[src/rtl/rgb2ycbcr_pipe.sv]
`default_nettype none
// ============================================================================
// Module   : rgb2ycbcr_pipe
// Brief    : 8-bit RGB to BT.601 studio-range YCbCr converter. Three register
//            stages (products, sums, shift/clamp) under a single global
//            enable, with a user sideband carried alongside each pixel.
// Revision : 1.0 - initial release
// ============================================================================
module rgb2ycbcr_pipe #(
    parameter int USER_W       = 3,
    parameter bit CLAMP_STUDIO = 1'b1
) (
    input  logic              clk,
    input  logic              rst_n,
    input  logic              in_valid,
    output logic              in_ready,
    input  logic [7:0]        in_r,
    input  logic [7:0]        in_g,
    input  logic [7:0]        in_b,
    input  logic [USER_W-1:0] in_user,
    output logic              out_valid,
    input  logic              out_ready,
    output logic [7:0]        out_y,
    output logic [7:0]        out_cb,
    output logic [7:0]        out_cr,
    output logic [USER_W-1:0] out_user
);

    // Coefficients are scaled by 256; the biases fold the +16/+128 offsets
    // together with the +128 round-half-up term applied before the shift.
    localparam logic signed [16:0] c_k_yr  =  17'sd66;
    localparam logic signed [16:0] c_k_yg  =  17'sd129;
    localparam logic signed [16:0] c_k_yb  =  17'sd25;
    localparam logic signed [16:0] c_k_cbr = -17'sd38;
    localparam logic signed [16:0] c_k_cbg = -17'sd74;
    localparam logic signed [16:0] c_k_cbb =  17'sd112;
    localparam logic signed [16:0] c_k_crr =  17'sd112;
    localparam logic signed [16:0] c_k_crg = -17'sd94;
    localparam logic signed [16:0] c_k_crb = -17'sd18;
    localparam logic signed [17:0] c_y_bias = 18'sd4224;
    localparam logic signed [17:0] c_c_bias = 18'sd32896;

    // Sign-extend a registered product into the accumulator width.
    function automatic logic signed [17:0] sx(input logic signed [16:0] p);
        sx = {p[16], p};
    endfunction

    // Saturate an already-shifted sum into [lo, hi].
    function automatic logic [7:0] clamp8(input logic signed [17:0] v,
                                          input logic [7:0] lo,
                                          input logic [7:0] hi);
        logic signed [17:0] lo_s;
        logic signed [17:0] hi_s;
        lo_s = $signed({10'd0, lo});
        hi_s = $signed({10'd0, hi});
        if (v < lo_s)      clamp8 = lo;
        else if (v > hi_s) clamp8 = hi;
        else               clamp8 = v[7:0];
    endfunction

    logic w_en;
    logic signed [16:0] w_r;
    logic signed [16:0] w_g;
    logic signed [16:0] w_b;
    logic [7:0] w_y_lo;
    logic [7:0] w_y_hi;
    logic [7:0] w_c_lo;
    logic [7:0] w_c_hi;
    logic signed [17:0] w_y_sh;
    logic signed [17:0] w_cb_sh;
    logic signed [17:0] w_cr_sh;

    // Stage 1: products
    logic                     s1_valid_d, s1_valid_q;
    logic [USER_W-1:0]        s1_user_d,  s1_user_q;
    logic signed [16:0]       s1_prod_d [9];
    logic signed [16:0]       s1_prod_q [9];
    // Stage 2: biased sums
    logic                     s2_valid_d, s2_valid_q;
    logic [USER_W-1:0]        s2_user_d,  s2_user_q;
    logic signed [17:0]       s2_y_d,  s2_y_q;
    logic signed [17:0]       s2_cb_d, s2_cb_q;
    logic signed [17:0]       s2_cr_d, s2_cr_q;
    // Stage 3: output registers
    logic                     out_valid_d, out_valid_q;
    logic [USER_W-1:0]        out_user_d,  out_user_q;
    logic [7:0]               out_y_d,  out_y_q;
    logic [7:0]               out_cb_d, out_cb_q;
    logic [7:0]               out_cr_d, out_cr_q;

    // Whole pipe advances together whenever the output slot is free or draining.
    assign w_en     = out_ready | ~out_valid_q;
    assign in_ready = w_en;

    assign w_r = $signed({9'd0, in_r});
    assign w_g = $signed({9'd0, in_g});
    assign w_b = $signed({9'd0, in_b});

    generate
        if (CLAMP_STUDIO) begin : g_studio_bounds
            assign w_y_lo = 8'd16;
            assign w_y_hi = 8'd235;
            assign w_c_lo = 8'd16;
            assign w_c_hi = 8'd240;
        end else begin : g_full_bounds
            assign w_y_lo = 8'd0;
            assign w_y_hi = 8'd255;
            assign w_c_lo = 8'd0;
            assign w_c_hi = 8'd255;
        end
    endgenerate

    assign w_y_sh  = s2_y_q  >>> 8;
    assign w_cb_sh = s2_cb_q >>> 8;
    assign w_cr_sh = s2_cr_q >>> 8;

    // Stage 1 next state: nine coefficient products, held while stalled.
    always_comb begin
        s1_valid_d = s1_valid_q;
        s1_user_d  = s1_user_q;
        for (int i = 0; i < 9; i++) s1_prod_d[i] = s1_prod_q[i];
        if (w_en) begin
            s1_valid_d   = in_valid;
            s1_user_d    = in_user;
            s1_prod_d[0] = c_k_yr  * w_r;
            s1_prod_d[1] = c_k_yg  * w_g;
            s1_prod_d[2] = c_k_yb  * w_b;
            s1_prod_d[3] = c_k_cbr * w_r;
            s1_prod_d[4] = c_k_cbg * w_g;
            s1_prod_d[5] = c_k_cbb * w_b;
            s1_prod_d[6] = c_k_crr * w_r;
            s1_prod_d[7] = c_k_crg * w_g;
            s1_prod_d[8] = c_k_crb * w_b;
        end
    end

    // Stage 2 next state: per-channel sums including offset and rounding.
    always_comb begin
        s2_valid_d = s2_valid_q;
        s2_user_d  = s2_user_q;
        s2_y_d     = s2_y_q;
        s2_cb_d    = s2_cb_q;
        s2_cr_d    = s2_cr_q;
        if (w_en) begin
            s2_valid_d = s1_valid_q;
            s2_user_d  = s1_user_q;
            s2_y_d  = sx(s1_prod_q[0]) + sx(s1_prod_q[1]) + sx(s1_prod_q[2]) + c_y_bias;
            s2_cb_d = sx(s1_prod_q[3]) + sx(s1_prod_q[4]) + sx(s1_prod_q[5]) + c_c_bias;
            s2_cr_d = sx(s1_prod_q[6]) + sx(s1_prod_q[7]) + sx(s1_prod_q[8]) + c_c_bias;
        end
    end

    // Stage 3 next state: shift, clamp to the configured range.
    always_comb begin
        out_valid_d = out_valid_q;
        out_user_d  = out_user_q;
        out_y_d     = out_y_q;
        out_cb_d    = out_cb_q;
        out_cr_d    = out_cr_q;
        if (w_en) begin
            out_valid_d = s2_valid_q;
            out_user_d  = s2_user_q;
            out_y_d     = clamp8(w_y_sh,  w_y_lo, w_y_hi);
            out_cb_d    = clamp8(w_cb_sh, w_c_lo, w_c_hi);
            out_cr_d    = clamp8(w_cr_sh, w_c_lo, w_c_hi);
        end
    end

    // All pipeline state; reset clears valids and data so nothing in flight survives.
    always_ff @(posedge clk) begin
        if (!rst_n) begin
            s1_valid_q  <= 1'b0;
            s1_user_q   <= '0;
            for (int i = 0; i < 9; i++) s1_prod_q[i] <= '0;
            s2_valid_q  <= 1'b0;
            s2_user_q   <= '0;
            s2_y_q      <= '0;
            s2_cb_q     <= '0;
            s2_cr_q     <= '0;
            out_valid_q <= 1'b0;
            out_user_q  <= '0;
            out_y_q     <= '0;
            out_cb_q    <= '0;
            out_cr_q    <= '0;
        end else begin
            s1_valid_q  <= s1_valid_d;
            s1_user_q   <= s1_user_d;
            for (int i = 0; i < 9; i++) s1_prod_q[i] <= s1_prod_d[i];
            s2_valid_q  <= s2_valid_d;
            s2_user_q   <= s2_user_d;
            s2_y_q      <= s2_y_d;
            s2_cb_q     <= s2_cb_d;
            s2_cr_q     <= s2_cr_d;
            out_valid_q <= out_valid_d;
            out_user_q  <= out_user_d;
            out_y_q     <= out_y_d;
            out_cb_q    <= out_cb_d;
            out_cr_q    <= out_cr_d;
        end
    end

    assign out_valid = out_valid_q;
    assign out_user  = out_user_q;
    assign out_y     = out_y_q;
    assign out_cb    = out_cb_q;
    assign out_cr    = out_cr_q;

endmodule
`default_nettype wire

[config.mk]
export PLATFORM = sky130hd
export DESIGN_NAME = rgb2ycbcr_pipe
export DESIGN_NICKNAME = d
export VERILOG_FILES = /design/src/rtl/rgb2ycbcr_pipe.sv
export SDC_FILE = /design/constraint.sdc
export NUM_CORES = 1
export LEC_CHECK = 0
export CORE_ASPECT_RATIO = 1.4
export CORE_MARGIN = 4
export CORE_UTILIZATION = 47
export CTS_CLUSTER_SIZE = 16
export DETAILED_ROUTE_END_ITERATION = 10
export PLACE_DENSITY = 0.67
export SKIP_CTS_REPAIR_TIMING = 1
export SYNTH_ARGS = -nofsm -noshare
export SYNTH_HDL_FRONTEND = slang
export SYNTH_SLANG_ARGS = --single-unit
[constraint.sdc]
create_clock -name clk -period 6.9 [get_ports clk]
set_input_delay 1.725 -clock clk [delete_from_list [all_inputs] [get_ports clk]]
set_output_delay 1.725 -clock clk [all_outputs]
set_load 0.05 [all_outputs]
==> flow_summary.ini, run 1 <==
[clocking]
clock_latency_ns = 0.44
clock-sinks = 181
cts_buffers = 17
path_clk_slew_ns = 0.07
cts_tree = yes
htreeDepth = 4
root_buffer = clkbuf_16
cts_buffer_depth = 2

[worst_setup_path]
crit_type = primary input to register
cp.required_ns = 7.25
slowest_delay_ns = 0.64
path_max_fanout = 9
end_kind = register
slowest_stage = clkdlybuf4s50_1
crit_chain = clkdlybuf4s50_1 -> ha_1 -> inv_1 -> ha_1 -> inv_1 -> fa_1 -> fa_1 -> inv_1 -> ha_1 -> fa_1 -> a21o_1 -> a21oi_1 -> o21bai_1 -> a2111oi_0 -> or3_1 -> xnor2_1 -> a211oi_1
cp-start-kind = primary input
worstPathArrival_ns = 6.17

[synth]
yosysMostFrequentCell = ha_1
netlist_area_um2 = 14740
yosys.area.top_type_share_pct = 24.58
synthTopCellsByArea = dfxtp_1 25%, ha_1 24%, fa_1 13%
ys_types = 56
synth.largest_area_cell = dfxtp_1
synth_edf_count = 0
syn_inst = 1671
ys_seq_area_share_pct = 24.58
synth_warnings = 0
synth_ff_type = dfxtp_1
synth_commonest_cells = 283 x ha_1, 235 x nand2_1, 181 x dfxtp_1, 171 x a21oi_1, 169 x inv_1
yosys_register_bits = 181
postSynthAreaPerCell_um2 = 8.821
synth_nets = 2083
synthArstFlopShare_pct = 0

[floorplan]
io_pins = 60
start_util_pct = 47.70
num_rows = 76
die_y_um = 217.5
core_um2 = 30900
dieArea_um2 = 34300
die_w_um = 157.7

[sta]
maxSlewViolCount = 0
setup_tns_ns = 0
layout_min_cycle_time_ns = 5.824
grt_setup_unrepaired = no
finClkSkew_ns = 0.008745
fmax_mhz = 171.7
setup_violations = 0
worstMarginPinSlew_ns = 0.9120
finalCritPeriodShare_pct = 84.41
hold_viol_final = 0
max-slew-margin-rel_pct = 39.20

[routing]
wl_per_cell_um = 16.70
dr_wl_met2_mm = 17.89
top_layer = met4
drc_errors = 0
drt-vias-per-instance = 5.389
drt-total-wl_mm = 35.19
wl_met3_um = 927
vias = 11350
drt-initial-drc-count = 572
drt-met1-wl_mm = 15.34
final_antenna_net_count = 0
drtPass1Iterations = 4

[grt]
antenna_found_initial = 0
grt_pass1_wl_mm = 57.73
gr-total-overflow = 0
grt_pass1_vias = 11330
grt_max_degree = 89
grtUsageTotal_pct = 21.08

[placement]
place.detailed.hpwl_mm = 27.89
portBuffers = 59
dp.cells = 2075
gp_congestion = 0.8976

[layout]
layout.cells.non_filler = 2107
syn_to_final_growth_pct = 10.67
num_antenna_cells = 0
layout-drive-gt1-share_pct = 3.611
nNetsFinal = 2116
fill_cells = 2895

[min_path]
hold_class = register to register

[power_and_ir_drop]
irDropWorstVdd_uv = 163.3
total_power_mw = 5.419
p_leak_nw = 7.828
powerDensity_nw_per_um2 = 332.2

[run]
maxCapViolations = 0

[outcome]
status = finished clean
[final timing paths]
check | from | end | slack (ns) | cells after the start
worst max-delay path | in_r[4] | s1_prod_q[0][65] | 1.08 | 17
worst min-delay path | out_cb[5] | out_cb[5] | 0.45 | 2
worst max register to register | s1_prod_q[0][138] | s2_cb_q[17] | 3.42 | 10
worst min register to register | out_cb[5] | out_cb[5] | 0.45 | 2
[report_power, final]
| group | switching, mW | internal, mW | total, mW |
|---|---|---|---|
| Clock | 0.434 | 0.559 | 0.993 |
| Combinational | 1.64 | 1.28 | 2.93 |
| Sequential | 0.207 | 1.29 | 1.50 |
[stage by stage]
| stage | utilization [%] | setup slack [ns] | hold WS [ns] | area, um^2 |
|---|---|---|---|---|
| 2_1_floorplan | - | 1.591 | 0.4250 | 14740 |
| 3_3_place_gp | 50.85 | 0.6952 | 0.4373 | 15720 |
| 3_5_place_dp | 50.85 | 0.6083 | 0.4444 | 15720 |
| 4_1_cts | 52.79 | 1.035 | 0.4521 | 16310 |
| 5_1_grt | 52.79 | 0.8553 | 0.4791 | 16310 |
| 6_report | 52.79 | 1.076 | 0.4492 | 16310 |
[final cells by class]
class / count / area, um^2 / area share [%]
clock buffer: 20 / 456.7 / 2.800
clock inverter: 12 / 141.4 / 0.8667
inverter: 169 / 639.4 / 3.919
multi-input combinational: 1262 / 10270 / 62.95
sequential: 181 / 3623 / 22.21
tap: 390 / 488.0 / 2.991
timing repair buffer: 73 / 695.7 / 4.264
[cell usage in the layout (no fill, tap or decap), drive strengths merged, types with 39 or more instances in the layout]
cell type,synthesis,routed
nand2,235,235
inv,169,173
xnor2,39,39
o21ai,74,74
clkdlybuf4s50,0,59
a21oi,171,171
ha,283,283
fa,98,98
dfxtp,181,181
nor2,79,79
[registers in the layout, summed over array words and instances (netlist names)]
| signal | flops |
|---|---|
| out_cr | 8 |
| out_cb | 8 |
| s1_user_q | 3 |
| s1_valid_q | 1 |
| out_valid | 1 |
| s1_prod_q | 115 |
| s2_cb_q | 10 |
| out_y | 8 |
| s2_cr_q | 10 |
| out_user | 3 |
| s2_valid_q | 1 |
| s2_user_q | 3 |
| s2_y_q | 10 |
[logic make-up after synthesis]
kind of cell	Yosys count	share of synthesized area, %
and+or+nand+nor	452	13.60
adders and majority gates	381	37.33
AOI/OAI and AO/OA	372	15.25
buffers and inverters	228	5.806
DFF	181	24.58
xor gates and xnor gates	53	3.149
muxes	4	0.2801
[layer usage]
layer | vias to the layer above | track usage [%]
li1 | 5790 | -
met1 | 5364 | 26.54
met2 | 153 | 37.24
met3 | 47 | 2.720
met4 | 0 | 6.571
met5 | - | 0
[critical path, delay by kind of cell]
family                   cells  cell delay (ns)
adder cells (fa/ha/maj)      6             2.27
AND/OR/NAND/NOR              1             0.18
buffers and inverters        4             0.78
XOR/XNOR                     1             0.06
AO/OA/AOI/OAI                5             1.14
Power figures use the tool's default switching activity.
==> run 2: changes to the inputs <==
clock period = 5.4 ns   (was 6.9 ns; I/O delays follow)
==> flow_summary.ini, run 2 (synthesized netlist as in run 1, its figures left out) <==
[outcome]
status = finished clean

[sta]
setup_violations = 0
hold_viol_final = 0
max-slew-margin-rel_pct = 46.87
finClkSkew_ns = 0.01005
layout_min_cycle_time_ns = 5.145
fmax_mhz = 194.4
timing.hold.ws_ns = 0.4495
worst_slack_ns = 0.2553
worstMarginPinSlew_ns = 0.7970
finalCritPeriodShare_pct = 95.27
grt_setup_unrepaired = no
maxSlewViolCount = 0

[min_path]
hold_class = register to register

[worst_setup_path]
r2r_start = s1_prod_q[0][138]
cp-start-kind = primary input
r2r_cells = 10
cp-startpoint = in_g[4]
cp.required_ns = 5.69
path_max_fanout = 6
endpoint = s1_prod_q[0][79]
crit_type = primary input to register
r2r_end = s2_cb_q[17]
worstPathArrival_ns = 5.44
r2r_setup_slack_ns = 1.88
end_kind = register

[grt]
grtUsageTotal_pct = 21.00
grt_pass1_wl_mm = 57.89
grt_max_degree = 175
grt_pass1_vias = 11590
gr-total-overflow = 0
antenna_found_initial = 0

[layout]
layout.cells.non_filler = 2147
final_common_cell = ha_1
postLayoutCellArea_um2 = 16630
layout_common_cells = 283 x ha_1, 235 x nand2_1, 181 x dfxtp_1
num_antenna_cells = 0
layout-drive-gt1-share_pct = 5.919
fill_cells = 2827
largest_reg_flops = 115
nNetsFinal = 2156
utilization_pct = 53.80
syn_to_final_growth_pct = 12.80
largest_register = s1_prod_q

[routing]
drt-total-wl_mm = 34.98
drt-initial-drc-count = 530
wl_per_cell_um = 16.29
vias = 11570
final_antenna_net_count = 0
drt-vias-per-instance = 5.388
drtPass1Iterations = 5
drc_errors = 0

[clocking]
root_buffer = clkbuf_16
cts_buffer_depth = 2
clock-sinks = 181
cts_buffers = 17
cts_tree = yes
htreeDepth = 4
clock_latency_ns = 0.44
path_clk_slew_ns = 0.07

[floorplan]
die_y_um = 217.5
num_rows = 76
io_pins = 60
die_w_um = 157.7
dieArea_um2 = 34300
start_util_pct = 47.70
core_um2 = 30900

[power_and_ir_drop]
switching_share_pct = 42.30
irDropWorstVdd_uv = 220.6
powerDensity_nw_per_um2 = 423.7
seq_power_share_pct = 27.2
clkPwrFrac_pct = 17.6
p_leak_nw = 8.033
p_int_mw = 4.065
switchingPower_mw = 2.980
comb_power_share_pct = 55.2

[placement]
gp_congestion = 0.8604
place_ws_ns = -0.1837
place_area_um2 = 16040
dp.cells = 2115
portBuffers = 59
place.detailed.hpwl_mm = 27.84

[run]
maxCapViolations = 0
run 2: cell count changes in the layout (fill, tap and decap cells not counted), moves of 2 or more:
| cell | change |
|---|---|
| buf_12 | +2 |
| buf_4 | +38 |
| clkinvlp_4 | -2 |
| inv_6 | +2 |
| inv_8 | +2 |
run 2: layout make-up:
| cell class | instances | area (um^2) | share of cell area (%) |
|---|---|---|---|
| Multi-Input combinational cell | 1262 | 10270 | 61.80 |
| Sequential cell | 181 | 3623 | 21.79 |
| Timing Repair Buffer | 113 | 1021 | 6.140 |
| Inverter | 169 | 639.4 | 3.845 |
| Tap cell | 390 | 488.0 | 2.935 |
| Clock buffer | 18 | 439.2 | 2.641 |
| Clock inverter | 14 | 141.4 | 0.8503 |
run 2: critical path, cell delays in order:
cell and delay (ns):
clkdlybuf4s50_1 0.52, ha_1 0.35, inv_1 0.08, ha_1 0.27
inv_1 0.05, fa_1 0.54, inv_1 0.06, fa_1 0.48
ha_1 0.34, a21o_1 0.19, a2111oi_2 0.53, nor2_1 0.11
a21o_1 0.20, xnor2_1 0.16, buf_4 0.14, o21ai_0 0.06
run 2: power groups by stage:
stage | sequential (mW) | combinational, mW | clock [mW]
global route | 1.96 | 4.40 | 1.31
finish | 1.92 | 3.89 | 1.24
detailed placement | 1.95 | 3.84 | 0
global placement | 1.94 | 3.76 | 0
CTS | 1.92 | 3.89 | 1.26
floorplan | 2.02 | 2.66 | 0
run 2: metrics by stage:
stage | power [mW] | setup TNS [ns]
final | 7.045 | 0
after global routing | 7.665 | 0
after detailed placement | 5.794 | -0.7887
after global placement | 5.700 | -0.2880
after CTS | 7.076 | 0
after floorplan | 4.675 | 0
run 2: routing by layer:
metal,share of wire (%),vias to the layer above,GRT usage (%)
met2,51,168,37.13
met1,43,5485,26.16
li1,-,5873,-
met5,0,-,0
met3,2.7,42,2.303
met4,3.2,0,7.690
run 2: worst min path at each step:
stage	depth (start not counted)	endpoint	start	slack (ns)
2_1_floorplan	2	s1_prod_q[0][135]	s1_prod_q[0][135]	0.43
3_3_place_gp	2	s1_prod_q[0][135]	s1_prod_q[0][135]	0.44
3_5_place_dp	2	s2_y_q[9]	s2_y_q[9]	0.44
4_1_cts	2	out_cb[5]	out_cb[5]	0.45
5_1_grt	2	s1_prod_q[0][58]	s1_prod_q[0][58]	0.48
6_report	2	out_cb[5]	out_cb[5]	0.45
==> run 3: changes to the inputs <==
CORE_MARGIN = unset   (was 4)
==> flow_summary.ini, run 3 (synthesized netlist as in run 1, its figures left out) <==
[worst_setup_path]
r2r_start = s1_prod_q[0][138]
cp-start-kind = primary input
slowest_stage = fa_1
end_kind = register
worstPathArrival_ns = 5.46
crit_type = primary input to register
path_max_fanout = 3
cp.required_ns = 5.76
slowest_delay_ns = 0.54
cp-startpoint = in_r[2]
crit_chain = clkdlybuf4s50_1 -> ha_1 -> ha_1 -> fa_1 -> inv_1 -> fa_1 -> inv_1 -> ha_1 -> fa_1 -> a21o_1 -> a21oi_1 -> o21bai_1 -> a2111oi_2 -> or3_1 -> xnor2_1 -> a211oi_1

[clocking]
path_clk_slew_ns = 0.07
clock_latency_ns = 0.44
root_buffer = clkbuf_16
cts_tree = yes
cts_buffer_depth = 2
htreeDepth = 4
cts_buffers = 17
clock-sinks = 181

[grt]
gr-total-overflow = 0
grt_pass1_vias = 11400
antenna_found_initial = 0
grtUsageTotal_pct = 22.87
grt_pass1_wl_mm = 56.80
grt_max_degree = 175

[placement]
place.detailed.hpwl_mm = 27.91
place_ws_ns = -0.1980
gp_congestion = 0.9080
portBuffers = 59
dp.cells = 2119

[floorplan]
core_um2 = 30810
dieArea_um2 = 32080
num_rows = 76
die_w_um = 151.7
start_util_pct = 47.84
die_y_um = 211.5
io_pins = 60

[sta]
setup_violations = 0
worstMarginPinSlew_ns = 0.8766
hold_viol_final = 0
grt_setup_unrepaired = no
fmax_mhz = 196.0
finClkSkew_ns = 0.009323
layout_min_cycle_time_ns = 5.102
maxSlewViolCount = 0
finalCritPeriodShare_pct = 94.49
setup_tns_ns = 0
worst_slack_ns = 0.2978
max-slew-margin-rel_pct = 41.56

[routing]
drt-total-wl_mm = 34.89
drt-vias-per-instance = 5.397
wl_per_cell_um = 16.22
drt-initial-drc-count = 572
drtPass1Iterations = 5
drc_errors = 0
vias = 11610
final_antenna_net_count = 0

[layout]
syn_to_final_growth_pct = 12.88
layout-drive-gt1-share_pct = 6.076
final_common_cell = ha_1
largest_reg_flops = 115
layout_common_cells = 283 x ha_1, 235 x nand2_1, 181 x dfxtp_1
largest_register = s1_prod_q
nNetsFinal = 2160
num_antenna_cells = 0
layout.cells.non_filler = 2151

[min_path]
hold_class = register to register
worstHoldStart = out_user[0]

[power_and_ir_drop]
total_power_mw = 6.973
powerDensity_nw_per_um2 = 419.1
p_leak_nw = 8.036
irDropWorstVdd_uv = 302.1

[run]
maxCapViolations = 0

[outcome]
status = finished clean
-- run 3: changes by cell type in the layout (fill, tap and decap cells not counted), sizes merged --
cell | previous run | this run
clkbuf | 18 | 21
dlymetal6s2s | 0 | 1
inv | 177 | 171
clkinv | 5 | 4
buf | 54 | 59
clkdlybuf4s50 | 59 | 57
clkinvlp | 0 | 4
-- run 3: cell type report --
type / count / area, um^2
multi-input cells: 1262 / 10270
well taps: 390 / 488.0
inverters: 169 / 639.4
fillers: 2913 / 14170
flip-flops and latches: 181 / 3623
clock buffers: 21 / 460.4
clock inverters: 11 / 101.3
repair buffers: 117 / 1051
-- run 3: path summary, 6_finish.rpt --
kind,end,slack (ns),cells after the start
setup / recovery,s1_prod_q[0][65],0.30,16
hold / removal,out_user[0],0.45,2
setup reg to reg,s2_cb_q[17],1.88,10
hold reg to reg,out_user[0],0.45,2
-- run 3: critical path: cells and delay by family --
family	cells	cell delay (ns)
AOI/OAI and AO/OA	5	1.08
xor gates and xnor gates	1	0.06
adders and majority gates	6	2.25
buffers and inverters	3	0.54
and+or+nand+nor	1	0.17
-- run 3: power breakdown --
group          switching [mW]  leakage (nW)  internal, mW
sequential              0.261          1.50          1.65
combinational            2.12          6.27          1.74
clock                   0.540         0.266         0.660
total                    2.93          8.04          4.05
-- run 3: metrics by stage --
stage,hold WS [ns],area (um^2),util (%)
finish,0.4485,16640,54.00
global route,0.4707,16640,54.00
CTS,0.4534,16630,53.98
detailed placement,0.4438,16070,52.15
global placement,0.4349,16070,52.15
floorplan,0.4250,14740,-
-- run 3: metal layers --
metal  wire, um  vias up  global-route usage [%]
met5          0        -                       0
met4       1294        0                   9.764
met3        749       50                   2.500
met2      17700      163                   40.44
met1      15150     5529                   27.64
li1           -     5866                       -
